`src/rtl/ext_port_pkg.sv`:
```
`default_nettype none
// ============================================================================
//  Module      : ext_port_pkg
//  Description : Shared constants and types for the external I/O port blocks.
//  Revision    : 1.0 - initial release
// ============================================================================
package ext_port_pkg;

    localparam int c_DATA_WIDTH = 11;
    localparam int c_DEPTH      = 4;

    typedef logic [c_DATA_WIDTH-1:0] ext_word_t;

    // Occupancy counter width: one extra bit so that a full buffer is representable.
    function automatic int count_width(input int depth);
        return $clog2(depth) + 1;
    endfunction

endpackage : ext_port_pkg
`default_nettype wire

```
`src/rtl/ext_out_port_if.sv`:
```
`default_nettype none
// ============================================================================
//  Module      : ext_out_port_if
//  Description : Store-path and external-consumer signals of the output port.
//  Revision    : 1.0 - initial release
// ============================================================================
interface ext_out_port_if
    import ext_port_pkg::*;
#(
    parameter int DATA_WIDTH = c_DATA_WIDTH,
    parameter int DEPTH      = c_DEPTH
);

    logic                    wr_en;
    logic [DATA_WIDTH-1:0]   acc_in;
    logic                    ext_ready;
    logic                    ovf_clr;
    logic [DATA_WIDTH-1:0]   ext_out;
    logic                    ext_valid;
    logic                    out_full;
    logic                    out_empty;
    logic [$clog2(DEPTH):0]  count;
    logic                    overflow;

    // Control unit and external consumer side
    modport master (
        output wr_en,
        output acc_in,
        output ext_ready,
        output ovf_clr,
        input  ext_out,
        input  ext_valid,
        input  out_full,
        input  out_empty,
        input  count,
        input  overflow
    );

    // Output port side
    modport slave (
        input  wr_en,
        input  acc_in,
        input  ext_ready,
        input  ovf_clr,
        output ext_out,
        output ext_valid,
        output out_full,
        output out_empty,
        output count,
        output overflow
    );

endinterface : ext_out_port_if
`default_nettype wire

```
`src/rtl/out_fifo_mem.sv`:
```
`default_nettype none
// ============================================================================
//  Module      : out_fifo_mem
//  Description : DEPTH x DATA_WIDTH register array, one write / one async read.
//  Revision    : 1.0 - initial release
// ============================================================================
module out_fifo_mem
    import ext_port_pkg::*;
#(
    parameter int DATA_WIDTH = c_DATA_WIDTH,
    parameter int DEPTH      = c_DEPTH
) (
    input  wire logic                       clk,
    input  wire logic                       wr_en,
    input  wire logic [$clog2(DEPTH)-1:0]   wr_addr,
    input  wire logic [DATA_WIDTH-1:0]      wr_data,
    input  wire logic [$clog2(DEPTH)-1:0]   rd_addr,
    output logic      [DATA_WIDTH-1:0]      rd_data
);

    logic [DATA_WIDTH-1:0] r_mem [DEPTH];

    // Contents are left untouched by reset; the read side is only meaningful while valid.
    always_ff @(posedge clk) begin
        if (wr_en) begin
            r_mem[wr_addr] <= wr_data;
        end
    end

    assign rd_data = r_mem[rd_addr];

endmodule : out_fifo_mem
`default_nettype wire

```
`src/rtl/ext_out_port.sv`:
```
`default_nettype none
// ============================================================================
//  Module      : ext_out_port
//  Description : FIFO from the processor store path to the external output.
//  Revision    : 1.0 - initial release
// ============================================================================
module ext_out_port
    import ext_port_pkg::*;
#(
    parameter int DATA_WIDTH = c_DATA_WIDTH,
    parameter int DEPTH      = c_DEPTH
) (
    input  wire logic        clk,
    input  wire logic        reset,
    ext_out_port_if.slave    bus
);

    localparam int AW = $clog2(DEPTH);
    localparam int CW = count_width(DEPTH);
    localparam logic [CW-1:0] c_FULL_COUNT = CW'(DEPTH);

    logic [AW-1:0]          r_wr_ptr;
    logic [AW-1:0]          r_rd_ptr;
    logic [CW-1:0]          r_count;
    logic                   r_overflow;

    logic                   w_full;
    logic                   w_empty;
    logic                   w_wr_accept;
    logic                   w_wr_drop;
    logic                   w_xfer;
    logic [DATA_WIDTH-1:0]  w_rd_data;

    assign w_full      = (r_count == c_FULL_COUNT);
    assign w_empty     = (r_count == '0);
    // A full buffer drops the store even when the consumer drains this cycle.
    assign w_wr_accept = bus.wr_en & ~w_full;
    assign w_wr_drop   = bus.wr_en &  w_full;
    assign w_xfer      = bus.ext_ready & ~w_empty;

    always_ff @(posedge clk or posedge reset) begin
        if (reset) begin
            r_wr_ptr   <= '0;
            r_rd_ptr   <= '0;
            r_count    <= '0;
            r_overflow <= 1'b0;
        end else begin
            if (w_wr_accept) begin
                r_wr_ptr <= r_wr_ptr + AW'(1);
            end
            if (w_xfer) begin
                r_rd_ptr <= r_rd_ptr + AW'(1);
            end

            case ({w_wr_accept, w_xfer})
                2'b10:   r_count <= r_count + CW'(1);
                2'b01:   r_count <= r_count - CW'(1);
                default: r_count <= r_count;
            endcase

            // A drop in the same cycle as a clear wins so the event is not lost.
            if (w_wr_drop) begin
                r_overflow <= 1'b1;
            end else if (bus.ovf_clr) begin
                r_overflow <= 1'b0;
            end
        end
    end

    out_fifo_mem #(
        .DATA_WIDTH (DATA_WIDTH),
        .DEPTH      (DEPTH)
    ) u_mem (
        .clk     (clk),
        .wr_en   (w_wr_accept),
        .wr_addr (r_wr_ptr),
        .wr_data (bus.acc_in),
        .rd_addr (r_rd_ptr),
        .rd_data (w_rd_data)
    );

    assign bus.ext_out   = w_rd_data;
    assign bus.ext_valid = ~w_empty;
    assign bus.out_full  = w_full;
    assign bus.out_empty = w_empty;
    assign bus.count     = r_count;
    assign bus.overflow  = r_overflow;

endmodule : ext_out_port
`default_nettype wire

```
`src/flat_wrapper.sv`:
```
// flat-port wrapper written by rule: the top's interface ports become plain ports
module ext_out_port_flat import ext_port_pkg::*;
#(
    parameter int DATA_WIDTH = c_DATA_WIDTH,
    parameter int DEPTH      = c_DEPTH
)
  (clk, reset, bus_wr_en, bus_acc_in, bus_ext_ready, bus_ovf_clr, bus_ext_out, bus_ext_valid, bus_out_full, bus_out_empty, bus_count, bus_overflow);
  ext_out_port_if #(.DATA_WIDTH(DATA_WIDTH), .DEPTH(DEPTH)) bus_i ();
  input  wire logic clk;
  input  wire logic reset;
  input wire logic [$bits(bus_i.wr_en)-1:0] bus_wr_en;
  input wire logic [$bits(bus_i.acc_in)-1:0] bus_acc_in;
  input wire logic [$bits(bus_i.ext_ready)-1:0] bus_ext_ready;
  input wire logic [$bits(bus_i.ovf_clr)-1:0] bus_ovf_clr;
  output wire logic [$bits(bus_i.ext_out)-1:0] bus_ext_out;
  output wire logic [$bits(bus_i.ext_valid)-1:0] bus_ext_valid;
  output wire logic [$bits(bus_i.out_full)-1:0] bus_out_full;
  output wire logic [$bits(bus_i.out_empty)-1:0] bus_out_empty;
  output wire logic [$bits(bus_i.count)-1:0] bus_count;
  output wire logic [$bits(bus_i.overflow)-1:0] bus_overflow;
  assign bus_i.wr_en = bus_wr_en;
  assign bus_i.acc_in = bus_acc_in;
  assign bus_i.ext_ready = bus_ext_ready;
  assign bus_i.ovf_clr = bus_ovf_clr;
  assign bus_ext_out = bus_i.ext_out;
  assign bus_ext_valid = bus_i.ext_valid;
  assign bus_out_full = bus_i.out_full;
  assign bus_out_empty = bus_i.out_empty;
  assign bus_count = bus_i.count;
  assign bus_overflow = bus_i.overflow;
  ext_out_port #(.DATA_WIDTH(DATA_WIDTH), .DEPTH(DEPTH)) u_core (.clk(clk), .reset(reset), .bus(bus_i));
endmodule
```
`config.mk`:
```
export PLATFORM = sky130hd
export DESIGN_NAME = ext_out_port_flat
export DESIGN_NICKNAME = d
export VERILOG_FILES = /design/src/rtl/ext_port_pkg.sv /design/src/rtl/ext_out_port_if.sv /design/src/rtl/out_fifo_mem.sv /design/src/rtl/ext_out_port.sv /design/src/flat_wrapper.sv
export SDC_FILE = /design/constraint.sdc
export NUM_CORES = 1
export LEC_CHECK = 0
export CORE_ASPECT_RATIO = 1.25
export CORE_UTILIZATION = 52
export DETAILED_ROUTE_END_ITERATION = 6
export PLACE_DENSITY = 0.89
export SYNTH_ARGS = -nofsm -noshare
export SYNTH_HDL_FRONTEND = slang
export SYNTH_HIERARCHICAL = 1
export SYNTH_SLANG_ARGS = --single-unit
```
`constraint.sdc`:
```
create_clock -name clk -period 2.5 [get_ports clk]
set_input_delay 0.5 -clock clk [delete_from_list [all_inputs] [get_ports clk]]
set_output_delay 0.5 -clock clk [all_outputs]
set_load 0.005 [all_outputs]
```
Word level (Yosys, flattened, before mapping)
Memories as Yosys holds them, arrays and structs flattened.
Cells that the tools add are included.
{ "op_classes": {"n_addsub": 4, "n_div": 0, "mux": 5, "reduce_logical": 3, "shifts": 0, "n_eq_ne": 3, "bitwise": 5, "magnitude_cmp": 0, "multipliers": 0} }
{ "ops": {"columns": ["cell", "count"], "rows": [
  ["$pmux 3 s2", 1],
  ["$add 2x1->2 const B", 2],
  ["$mux 1", 4],
  ["$reduce_bool 2->1", 2],
  ["$add 3x1->3 const B", 1],
  ["$and 1x1->1", 3],
  ["$eq 3x3->1 const B", 1],
  ["$logic_not 3->1", 1],
  ["$sub 3x1->3 const B", 1],
  ["$eq 2x1->1 const B", 1],
  ["$eq 2x2->1 const B", 1],
  ["$not 1->1", 2]
]} }
{ "word_totals": {"latchBits": 0, "mem_count": 1, "output_inout_bits": 18, "ff_bits": 8, "mem_bits_ro": 0, "mem_bits_rw": 44, "inputBits": 16} }
{ "memory_table": {"columns": ["name", "words", "word_bits", "rd", "rd_clocked_by_memory_dff", "wr", "line", "text"], "rows": [
  ["u_core.u_mem.r_mem", 4, 11, 1, 0, 1, "out_fifo_mem.sv:21", "logic [DATA_WIDTH-1:0] r_mem [DEPTH];"]
]} }

Depth between registers and ports, before layout
Gate-level depths: netlist of the first run.
{ "depth": {"depth_word": 5, "mapped_depth": 8, "mapped_depth_nobuf": 8} }

By module
The synthesis of the first run kept the hierarchy.
{ "by_module_without_submodules": {"columns": ["mod", "area_each_um2", "cells_per_inst", "instances"], "rows": [
  ["out_fifo_mem", 1620.3, 61, 1],
  ["ext_out_port", 411.6, 35, 1]
]} }

Least setup slack after synthesis of the first run
Ideal clock, no wire load.
{ "synth_timing": {"kind": "reg2reg", "start": "reg u_core.r_count[2], in the netlist u_core/bus.count[2]", "end": "mem u_core/u_mem/r_mem[0][0] (netlist bit) (enable)", "path_buffers": 0, "t_arrival_ns": 1.719, "stages_incl_launch_ff": 5, "setup_slack_ns": 0.385, "cell_sequence": "dfrtp_1 nor3b_4 nand2b_4 inv_1 nor3b_1"} }
{ "synth_via": {"elab_chain_cells": 5} }
{ "synth_lines": {"columns": ["element", "line", "text"], "rows": [
  ["from (decl)", "ext_out_port.sv:24", "logic [CW-1:0] r_count;"],
  ["from (signal assigned)", "ext_out_port.sv:56", "2'b10: r_count <= r_count + CW'(1);"],
  ["from (signal assigned)", "ext_out_port.sv:57", "2'b01: r_count <= r_count - CW'(1);"],
  ["from (signal assigned)", "ext_out_port.sv:58", "default: r_count <= r_count;"],
  ["$eq 3x3->1", "ext_out_port.sv:34", "assign w_full = (r_count == c_FULL_COUNT);"],
  ["via bus_out_full", "flat_wrapper.sv:17", "output wire logic [$bits(bus_i.out_full)-1:0] bus_out_full;"],
  ["$not 1->1", "ext_out_port.sv:37", "assign w_wr_accept = bus.wr_en & ~w_full;"],
  ["$and 1x1->1", "ext_out_port.sv:37", null],
  ["via u_core.w_wr_accept", "ext_out_port.sv:29", "logic w_wr_accept;"],
  ["$mux 1", "out_fifo_mem.sv:25", "if (wr_en) begin"],
  ["$mux 1 (not written as such)", "out_fifo_mem.sv:26", "r_mem[wr_addr] <= wr_data;"],
  ["to (decl)", "out_fifo_mem.sv:21", null]
]} }
The timed path passes the listed nets, and every way through them passes these cells.

Final worst setup path of the first run
{ "layout_timing": {"start": "reg u_core.r_rd_ptr[0]", "end": "out bus_ext_out[10]"} }
{ "layout_via": {"elab_chain_cells": 1} }
{ "layout_lines": {"columns": ["element", "line", "text"], "rows": [
  ["from (decl)", "ext_out_port.sv:23", "logic [AW-1:0] r_rd_ptr;"],
  ["from (signal assigned)", "ext_out_port.sv:52", "r_rd_ptr <= r_rd_ptr + AW'(1);"],
  ["$mem_v2 4x11", null, null],
  ["to (decl)", "flat_wrapper.sv:15", "output wire logic [$bits(bus_i.ext_out)-1:0] bus_ext_out;"]
]} }
No other way between the ends.

==> out/qor.txt, run 1 <==
status: finished, violations left
violations in the final reports: design-rule violations
setup repair after global routing missed its margin: false
power per cell area: 1130 nW/um2
gp weighted congestion: 0.690
Synth area leader: edfxtp_1
transition time at the pin with the least slew margin: 554 ps
number of buffers inserted during clock tree synthesis: 5
number of nets in the finished design: 158
total iterations of the first detailed-routing run: 6
Startpoint Class: flip-flop
WL met3: 184 um
number of buffers on the longest clock path: 2
Peak supply drop: 0.694 mV
final instance area: 2560 um2
most numerous cell in the Yosys netlist: edfxtp_1
Worst-path clk slew: 80 ps
initial core utilization: 54.1%
Levels on crit path: 3
top layer reached by signal wires: met4
Post-Syn Nets: 114
relative slew slack: 63.1%
aggregate global routing overflow: 0
clock tree from TritonCTS: done
total net switching power: 0.771 mW
met2 wire len: 1680 um
static leakage: 0.926 nW
leading post-synthesis cells by cell area: edfxtp_1, mux4_2, dfrtp_1
Cell Int Power: 2.13 mW
antenna violations before repair: 0
Switching Share: 26.5%
cells traversed along the worst timing path: buf_12 -> mux4_1 -> clkdlybuf4s50_1
max-cap violation count: 0
vias per cell: 5.47
path category of the worst min-delay check: primary input to async pin
Gates resized, CTS repair: 0
post-route minimum period: 2390 ps
die height: 71.9 um
top-level port count: 34
standard cell area after detailed placement: 2450 um2
Syn Inst Count: 96
Setup CP Type: flip-flop to output port
fraction of final layout cells sized beyond drive strength 1: 18.4%
sinks on the clock net: 52
P&R area growth vs syn: 26.0%
Root Buffer Master: clkbuf_8
total number of yosys warnings: 6
number of DRC markers after the initial detailed-route iteration: 28
top post-synthesis cells by count: edfxtp_1, mux4_2, dfrtp_1
first-pass GRT wire length: 5090 um
predominant post-synthesis flop cell: edfxtp_1
GR Util All Layers: 17.0%
Site Rows: 25
crit-path max FO: 11
number of levels the H-tree was split into: 2
Synth async-reset ratio: 15.4%
DRT antenna net count: 0
core outline area: 3750 um2
final hold vios: 0
sum of negative setup slack: 0 ps
clock latency of the later-clocked register in the worst-skew pair: 300 ps
# diodes: 0
Crit-path slowest cell: mux4_1
count of filler cells inserted in the layout: 244
post-synthesis sequential element count: 52
via count of the first global-routing pass: 1052
floorplan die area: 4160 um2
total of buffers placed on input and output ports: 33
number of hold-repair buffers added at the cts stage: 0
number of vias in the routed layout: 990
HPWL Detailed: 2170 um
combinational share of power: 35.9%
Flop pwr share: 45.5%
setup violators final: 0
M1 WL: 1210 um
Synth top area share: 65.0%
CP Data Required Time: 2000 ps
Max Clock Skew: 11.0 ps
delay-heaviest family, CP: buffers and inverters
total wirelength of the detailed-routed design: 3110 um
maximum number of pins on one net before global-route repair: 16
mean area per synthesized cell: 21.2 um2
Final Max Tran Viols: 0
sequential element share of the synthesized area: 74.9%
distinct cell type count of the synthesized netlist: 22
largest stage delay on the critical path: 550 ps
synthesized cell area: 2030 um2
Arrival @ worst endpoint: 1890 ps
horizontal extent of the die: 57.9 um
DR WL/cell: 17.2 um
combined buffer and inverter count along the critical path: 2
Worst Reg-to-Reg Cells: 8
top achievable clock speed: 419 MHz
number of flops mapped to enable cells by yosys: 44
final period utilization: 95.5%
endpoint class of the critical path: output port
number of remaining DRC errors: 4
fraction of power consumed by the clock network: 18.6%
routing by layer:
| layer | global-route usage [%] | up-vias |
|---|---|---|
| met5 | 0 | - |
| met4 | 6.35 | 0 |
| met3 | 6.42 | 4 |
| met2 | 28.7 | 30 |
| met1 | 19.8 | 498 |
| li1 | - | 458 |
cell type report:
class                      instances  area [um2]  share of cell area (%)
clock inverter                     1        30.0                    1.17
sequential                        52        1520                    59.4
multi-input combinational         35         468                    18.3
inverter                           7        26.3                    1.03
timing repair buffer              39         388                    15.2
tap                               40        50.0                    1.96
clock buffer                       7        76.3                    2.98
metrics by stage:
step	utilization [%]	setup slack (ps)	cells	power (mW)	hold WS (ps)
2_1_floorplan	-	385	96	1.85	316
3_3_place_gp	65.2	328	172	2.34	509
3_5_place_dp	65.2	245	172	2.39	524
4_1_cts	68.0	68.7	180	2.93	458
5_1_grt	68.2	17.6	181	3.05	490
6_report	68.2	113	181	2.90	451
path summary, 6_finish.rpt:
check / from / slack (ps) / endpoint
worst min register to register: u_core/r_wr_ptr[1] / 540 / u_core/r_wr_ptr[1]
worst max-delay path: u_core/r_rd_ptr[0] / 110 / bus_ext_out[10]
max in group asynchronous: reset / 1810 / u_core/bus.count[2]
min in group clk: u_core/r_wr_ptr[1] / 540 / u_core/r_wr_ptr[1]
worst min-delay path: reset / 450 / u_core/r_wr_ptr[0]
worst max register to register: u_core/bus.count[0] / 440 / u_core/bus.count[2]
worst reg2reg max path, cell delays in order, from the launching register on:
cell and delay [ps]:
dfrtp_1 480, nor3b_4 300, nand2b_4 190, ha_1 180, inv_1 70, fa_1 380
xor2_1 150, nor2_1 110, xor2_1 140
sequential cells by signal (all words and copies together), names as in the netlist:
| signal | flops |
|---|---|
| u_core/bus.overflow | 1 |
| u_core/bus.count | 3 |
| u_core/u_mem/r_mem | 44 |
| u_core/r_rd_ptr | 2 |
| u_core/r_wr_ptr | 2 |
kinds of logic (layout without fill, tap and decap cells):
family          Yosys count  in the layout  share of synthesized area [%]
fa+ha+maj                 2              2                           1.60
flops                    52             52                           74.9
xor+xnor                  7              7                           3.02
compound gates            2              2                           1.11
simple gates             12             12                           4.43
mux                      12             12                           12.9
buf+inv                   9             54                           2.09
layout by cell type, fill, tap and decap left out, drive strengths merged, types with 3 or more instances in the layout:
cell type / count
clkdlybuf4s50: 33
xnor2: 3
clkbuf: 7
dfrtp: 8
edfxtp: 44
mux4: 11
nand2: 3
buf: 6
inv: 7
xor2: 4
repair_timing:
item | 4_1_cts | 5_1_grt
setup buffers | 0 | 1
hold endpoints to repair | 0 | 0
setup endpoints to repair | 0 | 1
power groups by stage:
stage	sequential [mW]	clock, mW	combinational [mW]
final	1.32	0.540	1.04
after global routing	1.35	0.586	1.12
after CTS	1.33	0.550	1.05
after detailed placement	1.34	0	1.04
after global placement	1.33	0	1.01
after floorplan	1.28	0	0.569
Power figures use the tool's default switching activity.
==> run 2: changes to the inputs <==
- CAP_MARGIN: unset -> 5
- clock period: 2.5 -> 2.7 ns (I/O delays scaled with it)
==> out/qor.txt, run 2 (same netlist as run 1, synthesis figures left out) <==
number of non-filler instances in the completed layout: 177
Root Buffer Master: clkbuf_8
core outline area: 3750 um2
number of buffers inserted during clock tree synthesis: 5
relative slew slack: 59.9%
maximum number of pins on one net before global-route repair: 16
count of filler cells inserted in the layout: 258
most common cell after layout, fill and taps aside: edfxtp_1
total iterations of the first detailed-routing run: 6
number of nets in the finished design: 154
startpoint of the worst register-to-register path: u_core/bus.count[0]
most frequent cells in the layout: edfxtp_1, clkdlybuf4s50_1, mux4_2, dfrtp_1, inv_1
Max Clock Skew: 3.40 ps
fraction of final layout cells sized beyond drive strength 1: 16.1%
total wirelength of the detailed-routed design: 3100 um
final standard cell utilization of the core: 66.5%
WL met3: 154 um
flop2flop setup slack: 600 ps
aggregate global routing overflow: 0
Startpoint Class: flip-flop
Cell Int Power: 1.84 mW
top layer reached by signal wires: met4
number of buffers on the longest clock path: 2
post-route minimum period: 2520 ps
floorplan die area: 4160 um2
antenna violations before repair: 0
Worst-path clk slew: 80 ps
Switching Share: 27.9%
Peak supply drop: 0.669 mV
reg-to-reg endpoint: u_core/bus.count[2]
Worst Reg-to-Reg Cells: 8
fraction of power consumed by the clock network: 15.9%
transition time at the pin with the least slew margin: 601 ps
number of levels the H-tree was split into: 2
number of remaining DRC errors: 4
Gates resized, CTS repair: 0
final hold vios: 0
number of flip-flops under the largest register name: 44
path category of the worst min-delay check: primary input to async pin
post-CTS setup buffer count: 0
first-pass GRT wire length: 5100 um
endpoint of the most critical setup path: bus_ext_out[10]
GR Util All Layers: 17.0%
CP Data Required Time: 2160 ps
top-level port count: 34
endpoint class of the critical path: output port
initial core utilization: 54.1%
die height: 71.9 um
violations in the final reports: design-rule violations
combinational share of power: 36.1%
sinks on the clock net: 52
static leakage: 0.887 nW
vias per cell: 5.65
crit-path max FO: 11
Arrival @ worst endpoint: 1980 ps
top achievable clock speed: 396 MHz
number of cells in the design after placement: 169
status: finished, violations left
M1 WL: 1220 um
clock latency of the later-clocked register in the worst-skew pair: 290 ps
Site Rows: 25
clock tree from TritonCTS: done
Final Max Tran Viols: 0
max-cap violation count: 0
standard cell area after detailed placement: 2410 um2
Setup CP Type: flip-flop to output port
most flop-heavy register: u_core/u_mem/r_mem
total net switching power: 0.712 mW
via count of the first global-routing pass: 1083
worst setup path startpoint: u_core/r_rd_ptr[0]
HPWL Detailed: 2110 um
DRT antenna net count: 0
setup repair after global routing missed its margin: false
final period utilization: 93.5%
gp weighted congestion: 0.625
# diodes: 0
setup violators final: 0
P&R area growth vs syn: 22.8%
horizontal extent of the die: 57.9 um
worst-case hold slack: 491 ps
number of DRC markers after the initial detailed-route iteration: 30
final instance area: 2490 um2
met2 wire len: 1680 um
Flop pwr share: 48.0%
total of buffers placed on input and output ports: 33
power per cell area: 1020 nW/um2
number of vias in the routed layout: 1000
sum of negative setup slack: 0 ps
DR WL/cell: 17.5 um
number of hold-repair buffers added at the cts stage: 0
## run 2: cell types whose count changed in the layout (fill, tap and decap cells not counted), sizes merged
cell | before | now
bufinv | 1 | 0
clkbuf | 7 | 6
clkinv | 0 | 1
buf | 6 | 2
clkinvlp | 0 | 1
## run 2: worst min-delay path by stage
stage / startpoint / endpoint / slack, ps / depth (start not counted)
4_1_cts: reset / u_core/bus.count[0] / 500 / 2
2_1_floorplan: reset / u_core/bus.count[0] / 360 / 1
3_3_place_gp: u_core/r_rd_ptr[0] / u_core/r_rd_ptr[0] / 480 / 1
5_1_grt: reset / u_core/r_wr_ptr[0] / 520 / 2
6_report: reset / u_core/bus.count[0] / 490 / 2
3_5_place_dp: u_core/r_rd_ptr[0] / u_core/r_rd_ptr[0] / 490 / 1
## run 2: layer usage
layer	vias up	global-route usage, %
met5	-	0
met4	0	6.88
met3	6	4.46
met2	34	29.8
met1	507	19.7
li1	453	-
## run 2: per-stage QoR
step	power, mW	worst slack (ps)
after detailed placement	2.17	393
after global placement	2.12	484
after CTS	2.58	146
after floorplan	1.72	585
final	2.55	176
after global routing	2.69	92.8
## run 2: final cells by class
type | count | area, um2 | share of cell area (%)
sequential | 52 | 1520 | 61.0
multi-input combinational | 35 | 468 | 18.8
timing repair buffer | 35 | 345 | 13.8
clock buffer | 6 | 72.6 | 2.91
tap | 40 | 50.0 | 2.01
inverter | 7 | 26.3 | 1.05
clock inverter | 2 | 11.3 | 0.451
## run 2: worst max-delay path: stages (launching register included)
cell,delay (ps)
dfrtp_1,380
buf_4,260
mux4_1,590
clkdlybuf4s50_1,460
## run 2: power by group through the flow
stage,Combinational (mW),Clock (mW),Sequential (mW)
finish,0.918,0.405,1.22
floorplan,0.527,0,1.19
global placement,0.897,0,1.22
CTS,0.934,0.416,1.23
global route,0.993,0.447,1.25
detailed placement,0.925,0,1.24
==> edit, RTL diff (settings of run 1) <==
The package constant `c_DATA_WIDTH` goes from 11 to 10.
--- a/src/rtl/ext_port_pkg.sv
+++ b/src/rtl/ext_port_pkg.sv
@@ -8,3 +8,3 @@
 
-    localparam int c_DATA_WIDTH = 11;
+    localparam int c_DATA_WIDTH = 10;
     localparam int c_DEPTH      = 4;
Ports: changed (resized bus_acc_in and bus_ext_out); port bits go from 34 to 32. The function was not compared with the original's and may differ.
==> edit against run 1 <==
  * Wire length shrank 0.29%
  * Design area shrank 7.9%
  * Worst setup slack lost 0.013 ns
  * Final cell count shrank 6.6%
  * Area after synthesis shrank 7.2%
  * Sequential cell count shrank 4
  * Total power shrank 6.6%
  * Fmax shrank 0.52%
  * Highest routed layer unchanged
  * Non-clock buffer count shrank 6
  * Combinational power shrank 9.5%
  * Clock power shrank 0.7%
==> edit: results (changes against run 1) <==
Post-synth top cells=edfxtp_1, mux4_2, dfrtp_1 (unchanged); Syn Nets=108 (was 114); Clock Skew=0.00172 ns (was 0.0110 ns); CP max FO=10 (was 11); net switching power=0.000749 W (was 0.000771 W); max FFs per register=40 (was 44); wl on met1=1.27 mm (was 1.21 mm); global-route met2 utilization=0.305 (was 0.287); YS warnings=6 (unchanged); crit path capture=bus_ext_out[3] (was bus_ext_out[10]); Pre-antenna DRT Iters=4 (was 6); grt met1 use=0.201 (was 0.198); post-synthesis async set-or-reset flop share=0.167 (was 0.154); total vias in the final route=929 (was 990); clock network area share=0.0472 (was 0.0415); buffers outside the clock class=33 (was 39); buffering overhead=0.140 (was 0.152); Worst EP arrival=1.90 ns; Comb pwr share=0.347 (was 0.359); met3 wire length=186 µm (was 184 µm); Worst path slowest cell=mux4_2 (was mux4_1); Area Growth Syn to Fin=25.1% (was 26.0%); share of cells above drive strength 1=0.185 (was 0.184); Worst Hold Class=in2async (unchanged); status=complete, no violations (was finished with violations); Synth cell types=21 (was 22); DR iter-0 viols=17 (was 28); met3 GRT Util=0.0634 (was 0.0642); Inverters, non-clock=7 (unchanged); vias in the first global route=1,054 (was 1,052); buffers added on ports=31 (was 33); Syn Std Cell Area=0.00189 mm² (was 0.00203 mm²); FF/Latch Area=0.00140 mm² (was 0.00152 mm²); FF+latch count=48 (was 52); metal2 WL=1.57 mm (was 1.68 mm); GPL Wtd Cong=0.697 (was 0.690); Clock Power=0.000536 W (was 0.000540 W); sequential-to-total area share from yosys stat=0.743 (was 0.749); actual slew at the worst max-slew pin=0.548 ns (was 0.554 ns); Overall Global Routing Usage=0.178 (was 0.170); number of synthesized flops with an enable pin=40 (was 44); fillers=257 (was 244); global-route wire length before repair=5.04 mm (was 5.09 mm); post-DP HPWL=2.14 mm (was 2.17 mm); synth top area cells=edfxtp_1, mux4_2, dfrtp_1 (unchanged); Peak VDD IR=0.744 mV (was 0.694 mV); WHS=0.450 ns (was 0.451 ns); Pleak=0.848 nW (was 0.926 nW); routed len/inst=18.3 µm (was 17.2 µm); placed inst area=0.00224 mm² (was 0.00245 mm²); multi-input gates=34 (was 35); nets=146 (was 158); fraction of area in multi-input gates=0.187 (was 0.183); slowest cell delay on critical path=0.52 ns (was 0.55 ns); r2r setup slk=0.37 ns (was 0.44 ns)
-- edit: cell count changes in the layout (fill, tap and decap cells not counted), moves of 2 or more --
cell and delta:
clkbuf_1 -2, edfxtp_1 -4, buf_4 -4, clkdlybuf4s50_1 -2
-- edit: metrics by stage --
stage	setup WS, ns	utilization	std cells	power (W)
after floorplan	0.459	-	91	0.00173
after global placement	0.331	0.644	161	0.00214
after detailed placement	0.175	0.644	161	0.00221
after CTS	0.0235	0.676	169	0.00275
after global routing	0.0260	0.677	169	0.00286
final	0.101	0.677	169	0.00271
-- edit: cell families (layout without fill, tap and decap cells) --
group | Yosys count | in the layout | synth area share
adder cells (fa/ha/maj) | 2 | 2 | 0.0173
buffers and inverters | 9 | 48 | 0.0226
flip-flops | 48 | 48 | 0.743
multiplexers | 11 | 11 | 0.125
XOR/XNOR | 7 | 7 | 0.0325
AO/OA/AOI/OAI | 2 | 2 | 0.0119
AND/OR/NAND/NOR | 12 | 12 | 0.0478
